**src/rtl/tetris_pkg.sv**
```systemverilog
// Shared types for the Tetris core: FSM states and command encodings used by
// the piece position controller.
package tetris_pkg;

    localparam int ROT_W = 2;

    typedef enum logic [1:0] {
        IDLE,
        CHECK,
        LOCKED
    } state_t;

    typedef enum logic [2:0] {
        CMD_NONE,
        CMD_DROP,
        CMD_LEFT,
        CMD_RIGHT,
        CMD_ROT
    } cmd_t;

endpackage

```
**src/rtl/grav_timer.sv**
```systemverilog
// Gravity timer: free-running divider that emits a one-cycle tick every
// GRAV_DIV enabled clock cycles. Disabling it freezes the count.
module grav_timer #(
    parameter int GRAV_DIV = 50000000,
    parameter int GRAV_CW  = 26
) (
    input  logic clk,
    input  logic rst_n,
    input  logic en,
    output logic tick
);

    localparam logic [GRAV_CW-1:0] LAST = GRAV_CW'(GRAV_DIV - 1);

    logic [GRAV_CW-1:0] cnt;

    // Tick is asserted in the cycle whose edge wraps the counter back to 0.
    assign tick = en && (cnt == LAST);

    // Count enabled cycles, wrapping at GRAV_DIV-1.
    always_ff @(posedge clk or negedge rst_n) begin
        // NOTE: state is updated with non-blocking assignments so every flop
        // samples the pre-edge values, independent of statement order.
        if (!rst_n) begin
            cnt <= '0;
        end else if (en) begin
            cnt <= tick ? '0 : cnt + 1'b1;
        end
    end

endmodule

```
**src/rtl/piece_pos_ctrl.sv**
```systemverilog
// Falling-piece position controller. Arbitrates spawn, gravity and user moves,
// rejects out-of-field moves locally, confirms legal candidates with the
// external collision checker, and pulses landed when the piece locks.
module piece_pos_ctrl
    import tetris_pkg::*;
#(
    parameter int X_W      = 5,
    parameter int Y_W      = 5,
    parameter int FIELD_W  = 10,
    parameter int FIELD_H  = 20,
    parameter int SPAWN_X  = 5,
    parameter int SPAWN_Y  = 0,
    parameter int GRAV_DIV = 50000000,
    parameter int GRAV_CW  = 26
) (
    input  logic           clk,
    input  logic           rst_n,
    input  logic           spawn,
    input  logic           drop,
    input  logic           left,
    input  logic           right,
    input  logic           rotate,
    input  logic           grav_en,
    input  logic           chk_done,
    input  logic           chk_hit,
    output logic           chk_valid,
    output logic [X_W-1:0] cand_x,
    output logic [Y_W-1:0] cand_y,
    output logic [1:0]     cand_rot,
    output logic [X_W-1:0] pos_x,
    output logic [Y_W-1:0] pos_y,
    output logic [1:0]     pos_rot,
    output logic           busy,
    output logic           landed
);

    localparam logic [X_W-1:0] X_SPAWN = X_W'(SPAWN_X);
    localparam logic [Y_W-1:0] Y_SPAWN = Y_W'(SPAWN_Y);
    localparam logic [X_W-1:0] X_LAST  = X_W'(FIELD_W - 1);
    localparam logic [Y_W-1:0] Y_LAST  = Y_W'(FIELD_H - 1);

    state_t           state, state_n;
    cmd_t             cmd_q, cmd_n;
    logic             grav_pend, grav_pend_n;
    logic             landed_n;
    logic             tick;
    logic [X_W-1:0]   pos_x_n, cand_x_n;
    logic [Y_W-1:0]   pos_y_n, cand_y_n;
    logic [ROT_W-1:0] pos_rot_n, cand_rot_n;

    grav_timer #(
        .GRAV_DIV (GRAV_DIV),
        .GRAV_CW  (GRAV_CW)
    ) u_grav_timer (
        .clk   (clk),
        .rst_n (rst_n),
        .en    (grav_en),
        .tick  (tick)
    );

    // The checker sees a candidate exactly while the FSM waits in CHECK, so an
    // async reset of the state drops chk_valid immediately.
    assign chk_valid = (state == CHECK);
    assign busy      = (state != IDLE);

    // Next-state, command arbitration and position/candidate updates.
    always_comb begin
        // NOTE: every variable gets a default before the case statement so no
        // path leaves it unassigned, which would infer a latch.
        state_n     = state;
        cmd_n       = cmd_q;
        grav_pend_n = grav_pend | tick;
        landed_n    = 1'b0;
        pos_x_n     = pos_x;
        pos_y_n     = pos_y;
        pos_rot_n   = pos_rot;
        cand_x_n    = cand_x;
        cand_y_n    = cand_y;
        cand_rot_n  = cand_rot;

        case (state)
            IDLE: begin
                // Candidate starts as the committed position; one field changes.
                cand_x_n   = pos_x;
                cand_y_n   = pos_y;
                cand_rot_n = pos_rot;
                if (spawn) begin
                    pos_x_n   = X_SPAWN;
                    pos_y_n   = Y_SPAWN;
                    pos_rot_n = '0;
                end else if (drop || grav_pend || tick) begin
                    grav_pend_n = 1'b0;
                    if (pos_y == Y_LAST) begin
                        // Bottom row: no check needed, the piece locks here.
                        state_n  = LOCKED;
                        landed_n = 1'b1;
                    end else begin
                        cand_y_n = pos_y + 1'b1;
                        cmd_n    = CMD_DROP;
                        state_n  = CHECK;
                    end
                end else if (left) begin
                    if (pos_x != '0) begin
                        cand_x_n = pos_x - 1'b1;
                        cmd_n    = CMD_LEFT;
                        state_n  = CHECK;
                    end
                end else if (right) begin
                    if (pos_x != X_LAST) begin
                        cand_x_n = pos_x + 1'b1;
                        cmd_n    = CMD_RIGHT;
                        state_n  = CHECK;
                    end
                end else if (rotate) begin
                    cand_rot_n = pos_rot + 1'b1;
                    cmd_n      = CMD_ROT;
                    state_n    = CHECK;
                end
            end

            CHECK: begin
                if (spawn) begin
                    // Spawn aborts the outstanding check.
                    pos_x_n   = X_SPAWN;
                    pos_y_n   = Y_SPAWN;
                    pos_rot_n = '0;
                    state_n   = IDLE;
                end else if (chk_done) begin
                    if (!chk_hit) begin
                        pos_x_n   = cand_x;
                        pos_y_n   = cand_y;
                        pos_rot_n = cand_rot;
                        state_n   = IDLE;
                    end else if (cmd_q == CMD_DROP) begin
                        state_n  = LOCKED;
                        landed_n = 1'b1;
                    end else begin
                        state_n = IDLE;
                    end
                end
            end

            LOCKED: begin
                grav_pend_n = 1'b0;
                if (spawn) begin
                    pos_x_n   = X_SPAWN;
                    pos_y_n   = Y_SPAWN;
                    pos_rot_n = '0;
                    state_n   = IDLE;
                end
            end

            default: begin
                state_n = IDLE;
            end
        endcase

        // Outside CHECK the candidate simply mirrors the committed position.
        if (state_n != CHECK) begin
            cand_x_n   = pos_x_n;
            cand_y_n   = pos_y_n;
            cand_rot_n = pos_rot_n;
            cmd_n      = CMD_NONE;
        end
    end

    // FSM state register.
    always_ff @(posedge clk or negedge rst_n) begin
        if (!rst_n) begin
            state <= IDLE;
        end else begin
            state <= state_n;
        end
    end

    // Position, candidate, pending-gravity and landed registers.
    always_ff @(posedge clk or negedge rst_n) begin
        if (!rst_n) begin
            cmd_q     <= CMD_NONE;
            grav_pend <= 1'b0;
            landed    <= 1'b0;
            pos_x     <= X_SPAWN;
            pos_y     <= Y_SPAWN;
            pos_rot   <= '0;
            cand_x    <= X_SPAWN;
            cand_y    <= Y_SPAWN;
            cand_rot  <= '0;
        end else begin
            cmd_q     <= cmd_n;
            grav_pend <= grav_pend_n;
            landed    <= landed_n;
            pos_x     <= pos_x_n;
            pos_y     <= pos_y_n;
            pos_rot   <= pos_rot_n;
            cand_x    <= cand_x_n;
            cand_y    <= cand_y_n;
            cand_rot  <= cand_rot_n;
        end
    end

endmodule

```
**config.mk**
```make
export PLATFORM = sky130hd
export DESIGN_NAME = piece_pos_ctrl
export DESIGN_NICKNAME = d
export VERILOG_FILES = /design/src/rtl/tetris_pkg.sv /design/src/rtl/grav_timer.sv /design/src/rtl/piece_pos_ctrl.sv
export SDC_FILE = /design/constraint.sdc
export NUM_CORES = 1
export LEC_CHECK = 0
export CAP_MARGIN = 40
export CORE_MARGIN = 1
export CORE_UTILIZATION = 57
export CTS_BUF_LIST = sky130_fd_sc_hd__clkbuf_16
export CTS_CLUSTER_DIAMETER = 40
export DETAILED_ROUTE_END_ITERATION = 7
export DONT_BUFFER_PORTS = 1
export GPL_ROUTABILITY_DRIVEN = 0
export PLACE_DENSITY = 0.77
export SYNTH_ARGS = -nofsm -noshare
export SYNTH_HDL_FRONTEND = slang
export SYNTH_SLANG_ARGS = --single-unit
```
**constraint.sdc**
```tcl
create_clock -name clk -period 2.6 [get_ports clk]
set_clock_uncertainty 0.15 [all_clocks]
set_input_delay 0.39 -clock clk [delete_from_list [all_inputs] [get_ports clk]]
set_output_delay 0.39 -clock clk [all_outputs]
set_load 0.03 [all_outputs]
```
---- Word level (Yosys, flattened, before mapping) ----
Cells that the tools add are included.
cells by class
  reductions and logical operators ........ 10
  $add $sub $neg .......................... 5
  bitwise operators ....................... 1
  multiplexer cells ....................... 71
  equality and inequality tests ........... 11
operator list
  cell                                                   count
  two-way mux 5 bit                                      21
  two-way mux 2 bit                                      24
  two-way mux 3 bit                                      10
  adder 26 x 1 -> 26 bit, second input constant          1
  equality test 26 bit, second input constant            1
  two-way mux 26 bit                                     1
  case mux 5 bit (2 select lines)                        2
  adder 5 x 1 -> 5 bit, second input constant            2
  nonzero test 5 bit                                     2
  two-way mux 1 bit                                      9
  case mux 2 bit (3 select lines)                        1
  AND reduction 6 bit                                    1
  equality test 5 bit, second input constant             1
  inequality test 5 x 2 -> 1 bit, second input constant  1
  inequality test 5 x 4 -> 1 bit, second input constant  1
  subtractor 5 x 1 -> 5 bit, second input constant       1
  inequality test 2 x 1 -> 1 bit, second input constant  2
  inequality test 4 x 1 -> 1 bit, second input constant  1
  case mux 1 bit (2 select lines)                        2
  case mux 2 bit (2 select lines)                        1
  nonzero test 2 bit                                     2
  equality test 3 x 1 -> 1 bit, second input constant    1
  inequality test 3 x 2 -> 1 bit, second input constant  1
  adder 2 x 1 -> 2 bit, second input constant            1
  other kinds (7)                                        8
word-level totals
  register bits after elaboration ......... 57
  output and inout port bits .............. 27

---- Logic depth before layout (Yosys ltp) ----
  word-level depth ........................ 10
  depth in mapped cells ................... 8

---- Cells and area by module ----
From an unflattened synthesis, not the netlist that was laid out.
second synthesis, totals
  cells, all modules ...................... 334
  area, all modules ....................... 3230.6 sq um
modules (own cells, without submodules)
  module          instances  area an instance (sq um)  cells an instance  sequential area each (sq um)
  piece_pos_ctrl  1          1928.1                    200                780.7
  grav_timer      1          1302.5                    134                650.6

---- Worst setup path before layout ----
OpenSTA, ideal clock, no wires.
  path kind ............................... register to register
  from .................................... register pos_x[1]
  to ...................................... register cand_y[0]
  arrival time ............................ 2.511 ns
  data required time ...................... 2.327 ns
  slack ................................... -0.184 ns
  cell stages (with the launch flop) ...... 9
  cells stage by stage .................... dfrtp_1 inv_1 ha_1 or4bb_1 nand2_1 nand2_1 o211a_2 or4_1 o221a_2
between the ends
  longest elaborated chain between the ends .. 9
  elaborated cells on any way between the ends .. 12
  classes of those cells .................. eq/ne (2); mux (8); reduce/logical (2)
ends and longest elaborated chain
  what                                                     RTL line               text
  start, declared                                          piece_pos_ctrl.sv:30   output logic [X_W-1:0] pos_x,
  start signal, assigned                                   piece_pos_ctrl.sv:192  pos_x <= pos_x_n;
  inequality test 5 x 4 -> 1 bit                           piece_pos_ctrl.sv:109  if (pos_x != X_LAST) begin
  two-way mux 2 bit                                        piece_pos_ctrl.sv:109
  two-way mux 2 bit                                        piece_pos_ctrl.sv:108  end else if (right) begin
  two-way mux 2 bit *                                      piece_pos_ctrl.sv:102  end else if (left) begin
  two-way mux 2 bit *                                      piece_pos_ctrl.sv:91   end else if (drop || grav_pend || tick) begin
  two-way mux 2 bit *                                      piece_pos_ctrl.sv:87   if (spawn) begin
  case mux 2 bit (3 select lines) *                        piece_pos_ctrl.sv:81   case (state)
  inequality test 2 x 1 -> 1 bit *                         piece_pos_ctrl.sv:159  if (state_n != CHECK) begin
  two-way mux 5 bit or nonzero test 2 bit (tied branches)  --
  end signal, assigned                                     piece_pos_ctrl.sv:196  cand_y <= cand_y_n;
  end, declared                                            piece_pos_ctrl.sv:28   output logic [Y_W-1:0] cand_y,
Mark *: on every way between the ends. The rest lies on a longest branch, timed or not.
A chain may end at the register's enable or synchronous reset.

---- Worst setup path after layout ----
  from .................................... register u_grav_timer.cnt[10]
  to ...................................... register cand_x[4]
between the ends
  longest elaborated chain between the ends .. 8
  elaborated cells on any way between the ends .. 12
  classes of those cells .................. eq/ne (2); mux (7); reduce/logical (3)
ends and longest elaborated chain
  what                                                     RTL line               text
  start, declared                                          grav_timer.sv:15       logic [GRAV_CW-1:0] cnt;
  start signal, assigned                                   grav_timer.sv:27       cnt <= tick ? '0 : cnt + 1'b1;
  equality test 26 bit *                                   grav_timer.sv:18       assign tick = en && (cnt == LAST);
  logical AND 1 bit *                                      grav_timer.sv:18
  logical OR 1 bit *                                       piece_pos_ctrl.sv:91
  two-way mux 2 bit                                        piece_pos_ctrl.sv:91
  two-way mux 2 bit                                        piece_pos_ctrl.sv:87
  case mux 2 bit (3 select lines)                          piece_pos_ctrl.sv:81
  inequality test 2 x 1 -> 1 bit                           piece_pos_ctrl.sv:159
  two-way mux 5 bit or nonzero test 2 bit (tied branches)  --
  end signal, assigned                                     piece_pos_ctrl.sv:195  cand_x <= cand_x_n;
  end, declared                                            piece_pos_ctrl.sv:27   output logic [X_W-1:0] cand_x,
Mark *: on every way between the ends. The rest lies on a longest branch, timed or not. The select of a mux whose other input is x is not followed.

==> qor.csv <==
stage,metric,value,unit
status,outcome,completed,
synth,predominant post-synthesis flop cell,dfrtp_1,
clock_network,later-pin clock latency in the skew report,0.33,ns
critical_path,Crit Path Max Fanout,6,
critical_path,buffers and inverters on the worst path,1,
global_routing,total congestion overflow,0,
die,num rows,26,
final_layout,share of layout cells above drive strength 1,19.73,%
die,die width,77.01,um
routing,vias,2954,
routing,WL per Instance,20.49,um
die,die span in y,77.01,um
routing,Via-to-Cell Ratio,6.714,
final_layout,P&R area growth vs syn,21.30,%
die,core area,5270,sq um
placement,DP HPWL,5940,um
sta,fin crit share,96.86,%
critical_path,Worst Setup Start Kind,register,
global_routing,GRT Total Usage,32.36,%
routing,ANT nets after route,0,
clock_network,clock buffer depth,2,
sta,Max-slew headroom,35.93,%
synth,syn nets,350,
clock_network,clk sink count,57,
routing,1st-iter DRT viols,261,
placement,Area after DPL,3508,sq um
global_routing,first-pass GRT wire length,14690,um
routing,"wirelength, routed",9017,um
critical_path,Worst EP arrival,2.59,ns
clock_network,Clk Tree Root Cell,clkbuf_16,
synth,post-synthesis area per instance,9.601,sq um
sta,FMAX,397.1,MHz
flow_run,# Max-Cap Violations,0,
critical_path,crit path capture type,register,
placement,Inst Count DP,421,
synth,Post-synth EDFFs,0,
synth,"flops & latches, synth",57,
power_and_ir_drop,maximum vdd ir drop,0.5607,mV
critical_path,Max stage delay on crit path,0.54,ns
die,Die Area,5930,sq um
critical_path,Worst Path Required,2.67,ns
die,I/O Pins,37,
die,Initial Util,60.85,%
power_and_ir_drop,pwr dens,679.9,nW/um^2
critical_path,Setup Crit Path Kind,reg2reg,
critical_path,kind of cell adding the most delay to the critical path,simple AND/OR/NAND/NOR gates,
sta,Final Max Slew Viols,0,
routing,1st-pass router iterations,5,
clock_network,CTS tree,built,
global_routing,vias in the first global route,3004,
synth,asr flop ratio synth,100.0,%
synth,area share of the largest cell type after synthesis,41.36,%
final_layout,fin nets,381,
sta,final setup fails,0,
synth,YS warnings,0,
sta,"Hold Vio Cnt, Final",0,
routing,Post-route DRC,0,
sta,Final min period,2.518,ns
final_layout,final instance area,3890,sq um
sta,Fin Setup TNS,0,ns
synth,Yosys top cell by area,dfrtp_1,
final_layout,most frequent cells in the layout,"dfrtp_1, buf_4, nor2_1",
global_routing,largest net degree at the start of global routing,58,
global_routing,initial antenna violation count,0,
placement,IO Port Bufs,0,
critical_path,slowest CP cell,or4_4,
final_layout,n_diodes,0,
synth,Netlist cell types,58,
synth,synth top area cells,"dfrtp_1, xor2_1, a22o_1, nand2_1, nor2_1",
sta,Slew @ Worst Pin,0.9566,ns
clock_network,"Reg clk slew, reported paths",0.05,ns
clock_network,htree depth,3,
power_and_ir_drop,Leakage Power,1.703,nW
hold_path,HP Class,in2reg,
power_and_ir_drop,total power,2.645,mW
synth,sequential share of the synthesized area,44.64,%
final_layout,"commonest non-fill, non-tap cell in the layout",dfrtp_1,
synth,Synth Instances,334,
final_layout,fin cells,440,
clock_network,CTS Buf Count,9,
final_layout,final core utilization,73.81,%
critical_path,crit-path cells,"or4_4, nor4_4, a211o_1, and3_2, buf_4, nor4_1, a211oi_1",
synth,mapped cell area,3207,sq um
-- synth_stat cells, drive strengths merged, types with 4 or more instances --
cell type / count
a21oi: 7
a22o: 14
a31oi: 7
and2: 5
and3: 5
clkbuf: 14
dfrtp: 53
dfstp: 4
ha: 6
inv: 11
nand2: 31
nand2b: 10
nand3: 15
nand4: 7
nor2: 31
nor3: 8
nor4: 4
o211ai: 5
o21ai: 8
o22ai: 5
xnor2: 11
xor2: 15
-- routing by layer --
metal	share of wire (%)	up-vias	global-route usage (%)
li1	-	1306	-
met1	37	1433	36.26
met2	51	172	54.20
met3	8.7	43	10.00
met4	4.1	0	18.87
met5	0	-	0
-- stage by stage --
stage / hold WS [ns] / worst slack (ns)
final: 0.02139 / 0.08175
after global routing: 0.01076 / -0.04493
after CTS: 0.01623 / 0.02531
after detailed placement: -0.05401 / -0.01764
after global placement: -0.05444 / 0.04942
after floorplan: -0.05559 / 0.009761
-- worst reg2reg max path: cells and delay by family (launching register included) --
kind,cells,cell delay (ns)
simple gates,4,1.25
compound gates,2,0.45
flops,1,0.41
buf+inv,1,0.14
-- where the power goes --
group | switching [mW] | leakage (nW) | internal, mW
sequential | 0.116 | 0.757 | 0.963
clock | 0.403 | 0.152 | 0.827
combinational | 0.203 | 0.795 | 0.133
total | 0.722 | 1.70 | 1.92
-- flip-flops by register name, indices dropped and copies added (netlist names) --
name,count
grav_pend,1
cand_rot,2
cand_x,5
cmd_q,3
pos_y,5
state,2
pos_x,5
cand_y,5
pos_rot,2
landed,1
u_grav_timer.cnt,26
-- worst paths after layout --
path / startpoint / to / slack [ns] / cells after the start
max in group asynchronous: rst_n / pos_x[0] / 1.57 / 2
max reg2reg: u_grav_timer.cnt[10] / cand_x[4] / 0.08 / 7
min reg2reg: u_grav_timer.cnt[18] / u_grav_timer.cnt[18] / 0.33 / 1
min in group asynchronous: rst_n / cmd_q[2] / 0.43 / 2
min: grav_en / u_grav_timer.cnt[1] / 0.02 / 1
max: u_grav_timer.cnt[10] / cand_x[4] / 0.08 / 7
-- repair_timing --
item | 4_1_cts | 5_1_grt
endpoints found under the hold margin | 59 | 0
resized for setup | 1 | 6
buffers inserted | 0 | 0
pin swaps | 0 | 2
endpoints found under the setup margin | 2 | 7
hold buffers | 3 | 0
gates cloned | 0 | 0
-- area by class of cell --
cell class | count | area (sq um)
timing repair buffer | 36 | 307.8
multi-input combinational | 250 | 1710
tap | 70 | 87.58
fill | 377 | 1380
sequential | 57 | 1433
inverter | 11 | 41.29
clock inverter | 7 | 85.08
clock buffer | 9 | 225.2
-- cells by family after synthesis --
| logic type | after synthesis | share of synthesized area, % |
|---|---|---|
| simple gates | 136 | 22.67 |
| buf+inv | 27 | 3.238 |
| compound gates | 80 | 19.35 |
| fa+ha+maj | 6 | 2.341 |
| mux | 2 | 0.6633 |
| flops | 57 | 44.64 |
| xor+xnor | 26 | 7.101 |
Power figures use the tool's default switching activity.
